## src/rtl/pipe_reg_file.sv

```systemverilog
// Pipelined register file: owns the destination delay line, retires writes WB_DELAY
// cycles after issue, and provides write-to-read bypass, busy flags and flush.

module pipe_reg_file_stage #(
  parameter int ADDR_W = 3
) (
  input  logic              clk,
  input  logic              rst_n,
  input  logic              flush,
  input  logic              vld_i,
  input  logic [ADDR_W-1:0] addr_i,
  input  logic [ADDR_W-1:0] rd_addr_a,
  input  logic [ADDR_W-1:0] rd_addr_b,
  output logic              vld_o,
  output logic [ADDR_W-1:0] addr_o,
  output logic              hit_a,
  output logic              hit_b
);
  logic              vld_q, vld_d;
  logic [ADDR_W-1:0] addr_q, addr_d;

  always_comb begin
    vld_d  = vld_i & ~flush;
    addr_d = addr_i;
  end

  always_ff @(posedge clk or negedge rst_n) begin
    if (!rst_n) begin
      vld_q  <= 1'b0;
      addr_q <= '0;
    end else begin
      vld_q  <= vld_d;
      addr_q <= addr_d;
    end
  end

  assign vld_o  = vld_q;
  assign addr_o = addr_q;
  assign hit_a  = vld_q & (addr_q == rd_addr_a);
  assign hit_b  = vld_q & (addr_q == rd_addr_b);
endmodule

module pipe_reg_file #(
  parameter int DATA_W    = 16,
  parameter int NUM_REGS  = 8,
  parameter int ADDR_W    = $clog2(NUM_REGS),
  parameter int WB_DELAY  = 3,
  parameter int INIT_MODE = 1
) (
  input  logic              clk,
  input  logic              reset,
  input  logic              issue_valid,
  input  logic [ADDR_W-1:0] rd_addr_a,
  input  logic [ADDR_W-1:0] rd_addr_b,
  input  logic              dest_valid,
  input  logic [ADDR_W-1:0] dest_addr,
  input  logic              flush,
  input  logic              wb_en,
  input  logic [DATA_W-1:0] wb_data,
  output logic [DATA_W-1:0] rd_data_a,
  output logic [DATA_W-1:0] rd_data_b,
  output logic              busy_a,
  output logic              busy_b,
  output logic              wb_err
);
  // Index 0 is the issue slot feeding stage 0; index WB_DELAY is the tail.
  logic [WB_DELAY:0]              vld_pipe;
  logic [WB_DELAY:0][ADDR_W-1:0]  addr_pipe;
  logic [WB_DELAY-1:0]            hit_a, hit_b;

  logic [NUM_REGS-1:0][DATA_W-1:0] regs_q, regs_d;
  logic [DATA_W-1:0]               rd_data_a_q, rd_data_a_d;
  logic [DATA_W-1:0]               rd_data_b_q, rd_data_b_d;
  logic                            wb_err_q, wb_err_d;

  logic              tail_vld;
  logic [ADDR_W-1:0] tail_addr;
  logic              wb_fire;

  assign vld_pipe[0]  = issue_valid & dest_valid & ~flush;
  assign addr_pipe[0] = dest_addr;

  for (genvar s = 0; s < WB_DELAY; s++) begin : g_stage
    pipe_reg_file_stage #(.ADDR_W(ADDR_W)) u_stage (
      .clk       (clk),
      .rst_n     (reset),
      .flush     (flush),
      .vld_i     (vld_pipe[s]),
      .addr_i    (addr_pipe[s]),
      .rd_addr_a (rd_addr_a),
      .rd_addr_b (rd_addr_b),
      .vld_o     (vld_pipe[s+1]),
      .addr_o    (addr_pipe[s+1]),
      .hit_a     (hit_a[s]),
      .hit_b     (hit_b[s])
    );
  end

  assign tail_vld  = vld_pipe[WB_DELAY];
  assign tail_addr = addr_pipe[WB_DELAY];
  assign wb_fire   = wb_en & tail_vld;

  // A retiring tail is covered by the read bypass, so it only counts as busy
  // when no write-back strobe is present.
  always_comb begin
    busy_a = hit_a[WB_DELAY-1] & ~wb_en;
    busy_b = hit_b[WB_DELAY-1] & ~wb_en;
    for (int i = 0; i < WB_DELAY - 1; i++) begin
      busy_a = busy_a | hit_a[i];
      busy_b = busy_b | hit_b[i];
    end
  end

  always_comb begin
    regs_d = regs_q;
    if (wb_fire) regs_d[tail_addr] = wb_data;
    rd_data_a_d = (wb_fire && tail_addr == rd_addr_a) ? wb_data : regs_q[rd_addr_a];
    rd_data_b_d = (wb_fire && tail_addr == rd_addr_b) ? wb_data : regs_q[rd_addr_b];
    wb_err_d    = wb_en & ~tail_vld;
  end

  always_ff @(posedge clk or negedge reset) begin
    if (!reset) begin
      for (int i = 0; i < NUM_REGS; i++)
        regs_q[i] <= (INIT_MODE == 1) ? DATA_W'(i) : '0;
      rd_data_a_q <= '0;
      rd_data_b_q <= '0;
      wb_err_q    <= 1'b0;
    end else begin
      regs_q      <= regs_d;
      rd_data_a_q <= rd_data_a_d;
      rd_data_b_q <= rd_data_b_d;
      wb_err_q    <= wb_err_d;
    end
  end

  assign rd_data_a = rd_data_a_q;
  assign rd_data_b = rd_data_b_q;
  assign wb_err    = wb_err_q;
endmodule

```

## config.mk

```make
export PLATFORM = sky130hd
export DESIGN_NAME = pipe_reg_file
export DESIGN_NICKNAME = d
export VERILOG_FILES = /design/src/rtl/pipe_reg_file.sv
export SDC_FILE = /design/constraint.sdc
export NUM_CORES = 1
export LEC_CHECK = 0
export BUFFER_PORTS_ARGS = -buffer_cell sky130_fd_sc_hd__buf_2
export CORE_MARGIN = 5
export CORE_UTILIZATION = 61
export DETAILED_ROUTE_END_ITERATION = 10
export PLACE_DENSITY_LB_ADDON = 0.12
export SLEW_MARGIN = 10
export SYNTH_ARGS = -nofsm -noshare
export SYNTH_HDL_FRONTEND = slang
export SYNTH_HIERARCHICAL = 1
export SYNTH_SLANG_ARGS = --single-unit
```

## constraint.sdc

```tcl
create_clock -name clk -period 2.2 [get_ports clk]
set_input_delay 0.33 -clock clk [delete_from_list [all_inputs] [get_ports clk]]
set_output_delay 0.33 -clock clk [all_outputs]
set_load 0.02 [all_outputs]
```

==> impl_metrics.tcl, run 1 <==
set metrics [dict create \
    whs_path_depth 2 \
    core-area_mm2 0.0144 \
    syn_to_final_growth_pct 14.2 \
    root_buffer "clkbuf_16" \
    timing.setup.tns_ns 0 \
    vdd_drop_max_mv 0.825 \
    synth-edff-count 0 \
    fmax_mhz 490 \
    vias 5028 \
    grt_pass1_wl_um 30800 \
    start_util_pct 61.7 \
    cp.arrival_ns 1.71 \
    synth_area_leaders "dfrtp_1 (45%), mux2_2 (23%), mux4_1 (19%), dfstp_2 (3.6%), xnor2_1 (2.4%)" \
    die_width_um 131 \
    synth_area_leader_cell "dfrtp_1" \
    io_buffers 65 \
    cts_sinks 173 \
    yosys.cell_count.top_type "mux2_2" \
    syn-num-nets 568 \
    slew_viol_final 0 \
    row_count 44 \
    grt_remaining_overflow 0 \
    die_area_mm2 0.0170 \
    tightest_slew_ns 0.563 \
    worst-r2r-setup-slack_ns 0.44 \
    grt_usage_pct 24.5 \
    yosys-top-cells-count "mux2_2 (181), dfrtp_1 (161), mux4_1 (64), xnor2_1 (24), buf_1 (16)" \
    skew_ns 0.00921 \
    ys_ff_latch 173 \
    cts_made_buffers 17 \
    period_share_pct 92.7 \
    rsz0062_at_grt "false" \
    total_power_mw 6.90 \
    cts_tree "built" \
    place_congestion 0.742 \
    cp-end-kind "output port" \
    cts_max_level 4 \
    post_cts_buffers 0 \
    maxSlewHeadroom_pct 62.5 \
    multi_input_area_mm2 0.00424 \
    routed_wl_um 19400 \
    ys.flop_type "dfrtp_1" \
    r2r_start "g_stage[2].u_stage/addr_o[2]" \
    synth_top_area_share_pct 45.4 \
    outcome "finished, final reports clean" \
    path_class "reg -> out" \
    nNetsFinal 639 \
    cp.required_ns 1.87 \
    setup_viol 0 \
    clk_transition_reported_paths_ns 0.06 \
    remaining_drc_errors 0 \
    ys_types 23 \
    clock_latency_ns 0.42 \
    die_h_um 131 \
    yosys_warnings 6 \
    r2r_end "rd_data_b[8]" \
    min_to "g_stage[1].u_stage/vld_o" \
    r2r_cells 4 \
    crit_fanout 9 \
    grt_max_degree 59 \
    crit_path_start_kind "flop" \
    drive_gt1_share_pct 51.9 \
    n_fill_cell 973 \
    yosysSeqAreaShare_pct 49.0 \
    cts_resized 0 \
    max-cap-violations 0 \
    grt_pass1_vias 5424 \
    clk_path_buf_depth 2 \
    holdCritPathClass "in -> reg" \
    hp-start "flush" \
    io_pins 66 \
    synthesis.instances 537 \
    finalHoldViolCount 0 \
    avgSynthCellArea_um2 16.5 \
    async_reset_ff_share_pct 100 \
    period_needed_ns 2.04 \
    detail-route-antenna-nets 0 \
    drt-pass1-iter-count 4 \
    powerDensity_mw_per_mm2 681 \
    wl_per_cell_um 24.1 \
    antenna_found_initial 0 \
    drt_iter0_drc 270 \
    final-seq-area_mm2 0.00434 \
    synthesis.area_mm2 0.00887 \
    dpl.hpwl_um 12100 \
    leakage_nw 5.22 \
    viasPerCell 6.24 \
]
[metal layers]
layer	wire length, µm	GRT usage [%]
met5	0	0
met3	993	5.37
met2	9820	39.9
met1	8350	34.3
met4	226	5.75
[stage by stage]
stage / worst slack, ns / hold slack (ns) / utilization, % / area, µm² / cells
detailed placement: 0.220 / 0.349 / 66.1 / 9490 / 769
global placement: 0.260 / 0.340 / 66.1 / 9490 / 769
global route: 0.0691 / 0.114 / 70.4 / 10100 / 805
finish: 0.160 / 0.104 / 70.5 / 10100 / 806
floorplan: 0.400 / 0.0344 / - / 8870 / 537
CTS: 0.135 / 0.000258 / 70.4 / 10100 / 804
[report_power, final]
group / switching (mW) / internal (mW)
Clock: 1.26 / 1.75
Sequential: 0.0628 / 3.27
Combinational: 0.282 / 0.266
[layout make-up]
| type | count | share of cell area, % |
|---|---|---|
| clock buffers | 21 | 4.55 |
| well taps | 184 | 2.27 |
| clock inverters | 11 | 1.29 |
| inverters | 2 | 0.0741 |
| repair buffers | 102 | 6.98 |
| diodes | 1 | 0.0247 |
| flip-flops and latches | 173 | 42.9 |
| multi-input cells | 312 | 41.9 |
[state kept, by name, summed over array words and instances, names as in the netlist]
signal	cells
g_stage.u_stage/vld_o	3
rd_data_a	16
rd_data_b	16
g_stage.u_stage/addr_o	9
wb_err	1
regs_q	128
[worst max-delay path by stage]
| stage | startpoint | slack [ns] | cells past startpoint | endpoint |
|---|---|---|---|---|
| after floorplan | g_stage[2].u_stage/addr_o[2] | 0.40 | 5 | regs_q[37] |
| after global placement | rd_addr_a[0] | 0.26 | 5 | rd_data_a[13] |
| after detailed placement | rd_addr_a[0] | 0.22 | 5 | rd_data_a[11] |
| after CTS | g_stage[2].u_stage/addr_o[2] | 0.13 | 5 | busy_b |
| after global routing | g_stage[2].u_stage/addr_o[2] | 0.07 | 5 | busy_b |
| final | g_stage[2].u_stage/addr_o[2] | 0.16 | 5 | busy_b |
[repair_timing]
action / 4_1_cts / 5_1_grt
hold buffers: 3 / 1
endpoints found under the setup margin: 0 / 0
endpoints found under the hold margin: 48 / 1
[critical path: stages, from the launching register on]
cell and delay, ns:
dfrtp_1 0.51, xnor2_1 0.22, and4_1 0.20, inv_1 0.03
o21ai_0 0.14, buf_2 0.19
[cell usage in the layout (no fill, tap or decap), types with 2 or more instances in the layout]
master | netlist | routed
mux2_2 | 181 | 181
dfrtp_1 | 161 | 161
mux4_1 | 64 | 64
buf_2 | 13 | 64
buf_4 | 0 | 26
xnor2_1 | 24 | 24
clkbuf_16 | 0 | 17
dfstp_2 | 12 | 12
mux2_1 | 10 | 10
nor2_1 | 9 | 9
buf_12 | 0 | 7
and4_1 | 6 | 6
nor2b_1 | 4 | 4
inv_6 | 0 | 4
dlygate4sd3_1 | 0 | 4
clkinv_2 | 0 | 3
nand4_1 | 2 | 2
inv_1 | 2 | 2
o21ai_0 | 2 | 2
nand2_1 | 2 | 2
or3_1 | 2 | 2
nand2b_1 | 2 | 2
clkbuf_8 | 0 | 2
bufinv_16 | 0 | 2
clkbuf_1 | 12 | 2
[cell families after synthesis]
kind of cell,Yosys count,synth area share [%]
buffers and inverters,52,3.15
xor gates and xnor gates,24,2.37
muxes,256,43.4
and+or+nand+nor,30,1.98
AOI/OAI and AO/OA,2,0.113
DFF,173,49.0
Power figures use the tool's default switching activity.
==> run 2: changes to the inputs <==
Settings changed: CELL_PAD_IN_SITES_DETAIL_PLACEMENT from default to 0, CELL_PAD_IN_SITES_GLOBAL_PLACEMENT from default to 2, CORE_UTILIZATION 61 to 45.
==> impl_metrics.tcl, run 2 (synthesis results as in run 1) <==
set metrics [dict create \
    core-area_mm2 0.0195 \
    viasPerCell 5.66 \
    fmax_mhz 500 \
    hp-start "dest_addr[0]" \
    drt_iter0_drc 160 \
    wl_per_cell_um 23.4 \
    skew_ns 0.00507 \
    diodes 0 \
    clk_path_buf_depth 2 \
    remaining_drc_errors 0 \
    die_area_mm2 0.0226 \
    row_count 51 \
    drive_gt1_share_pct 51.9 \
    largest_register_ffs 128 \
    cts_sinks 173 \
    r2r_cells 4 \
    nNetsFinal 633 \
    rsz0062_at_grt "false" \
    grt_max_degree 48 \
    vias 4967 \
    period_share_pct 90.9 \
    detail-route-antenna-nets 0 \
    layout_common_cells "mux2_2 (181), dfrtp_1 (159), mux4_1 (64), buf_2 (64), xnor2_1 (24)" \
    r2r_start "g_stage[2].u_stage/addr_o[0]" \
    antenna_found_initial 0 \
    finalHoldViolCount 0 \
    clk_transition_reported_paths_ns 0.06 \
    max-cap-violations 0 \
    final_common_cell "mux2_2" \
    whs_path_depth 1 \
    place_congestion 0.750 \
    io_buffers 65 \
    worst-r2r-setup-slack_ns 0.47 \
    maxSlewHeadroom_pct 71.0 \
    start_util_pct 45.6 \
    regMostFlops "regs_q" \
    cp.arrival_ns 1.67 \
    crit_path_start_kind "flop" \
    syn_to_final_growth_pct 15.2 \
    post_cts_buffers 0 \
    r2r_end "regs_q[4]" \
    setup_viol 0 \
    grt_pass1_wl_um 32000 \
    drt-pass1-iter-count 4 \
    path_class "reg -> out" \
    cp.required_ns 1.87 \
    grt_pass1_vias 5350 \
    holdCritPathClass "in -> reg" \
    leakage_nw 5.19 \
    cp-end-kind "output port" \
    tightest_slew_ns 0.435 \
    outcome "finished, final reports clean" \
    io_pins 66 \
    n_fill_cell 1575 \
    period_needed_ns 2.00 \
    grt_usage_pct 19.1 \
    timing.setup.tns_ns 0 \
    grt_remaining_overflow 0 \
    min_to "g_stage[0].u_stage/addr_o[0]" \
    die_width_um 150 \
    cts_made_buffers 17 \
    dpl.hpwl_um 12800 \
    die_h_um 150 \
    clock_latency_ns 0.42 \
    powerDensity_mw_per_mm2 677 \
    crit_fanout 9 \
    vdd_drop_max_mv 0.463 \
    total_power_mw 6.91 \
    root_buffer "clkbuf_16" \
    cts_max_level 4 \
    cts_tree "built" \
    routed_wl_um 20500 \
    slew_viol_final 0 \
]
==> run 2: changes by cell type in the layout (fill, tap and decap cells not counted), sizes merged, moves of 2 or more <==
| cell | delta |
|---|---|
| buf | -5 |
| inv | -4 |
| clkbuf | -2 |
| clkinv | +2 |
==> run 2: routing by layer <==
layer	global-route usage, %	vias up	routed length [µm]
li1	-	2209	-
met1	27.6	2669	10000
met2	30.4	77	9830
met3	3.64	12	527
met4	3.89	0	155
met5	0	-	0
==> run 2: report_power, final <==
| group | internal (mW) | switching, mW |
|---|---|---|
| logic | 0.270 | 0.286 |
| clock network | 1.80 | 1.21 |
| registers | 3.28 | 0.0620 |
==> run 2: area by class of cell <==
type | instances | area, µm² | share of cell area (%)
flip-flops and latches | 173 | 4350 | 42.6
well taps | 265 | 332 | 3.25
clock inverters | 11 | 144 | 1.41
repair buffers | 96 | 697 | 6.82
multi-input cells | 312 | 4240 | 41.5
inverters | 2 | 7.51 | 0.0735
clock buffers | 19 | 443 | 4.34
==> run 2: timing repair <==
action,CTS,global route
hold buffers,3,0
endpoints found under the hold margin,32,0
endpoints found under the setup margin,0,1
resized for setup,0,2
==> run 2: how the worst max path moves through the flow <==
stage	start	to	slack, ns	depth (start not counted)
2_1_floorplan	g_stage[2].u_stage/addr_o[2]	regs_q[37]	0.40	5
3_3_place_gp	rd_addr_b[0]	rd_data_b[10]	0.23	5
3_5_place_dp	rd_addr_a[0]	rd_data_a[10]	0.24	5
4_1_cts	g_stage[2].u_stage/addr_o[1]	busy_a	0.10	5
5_1_grt	g_stage[2].u_stage/addr_o[0]	busy_a	0.06	5
6_report	g_stage[2].u_stage/addr_o[1]	busy_b	0.20	5
==> run 2: stage by stage <==
step                      utilization, %  instance area (µm²)  hold slack [ns]  std cells  setup WS, ns
final                               52.5                10200           0.0224        878         0.199
after global routing                52.5                10200        0.0000648        878        0.0590
after CTS                           52.5                10200          0.00527        878         0.104
after detailed placement            49.3                 9590            0.266        845         0.237
after global placement              49.3                 9590            0.269        845         0.227
after floorplan                        -                 8870           0.0344        537         0.400
==> run 2: worst max-delay path, cell delays in order, from the launching register on <==
cell	delay [ns]
dfrtp_2	0.49
xnor2_1	0.17
and4_1	0.21
inv_1	0.04
o21ai_0	0.14
buf_2	0.19
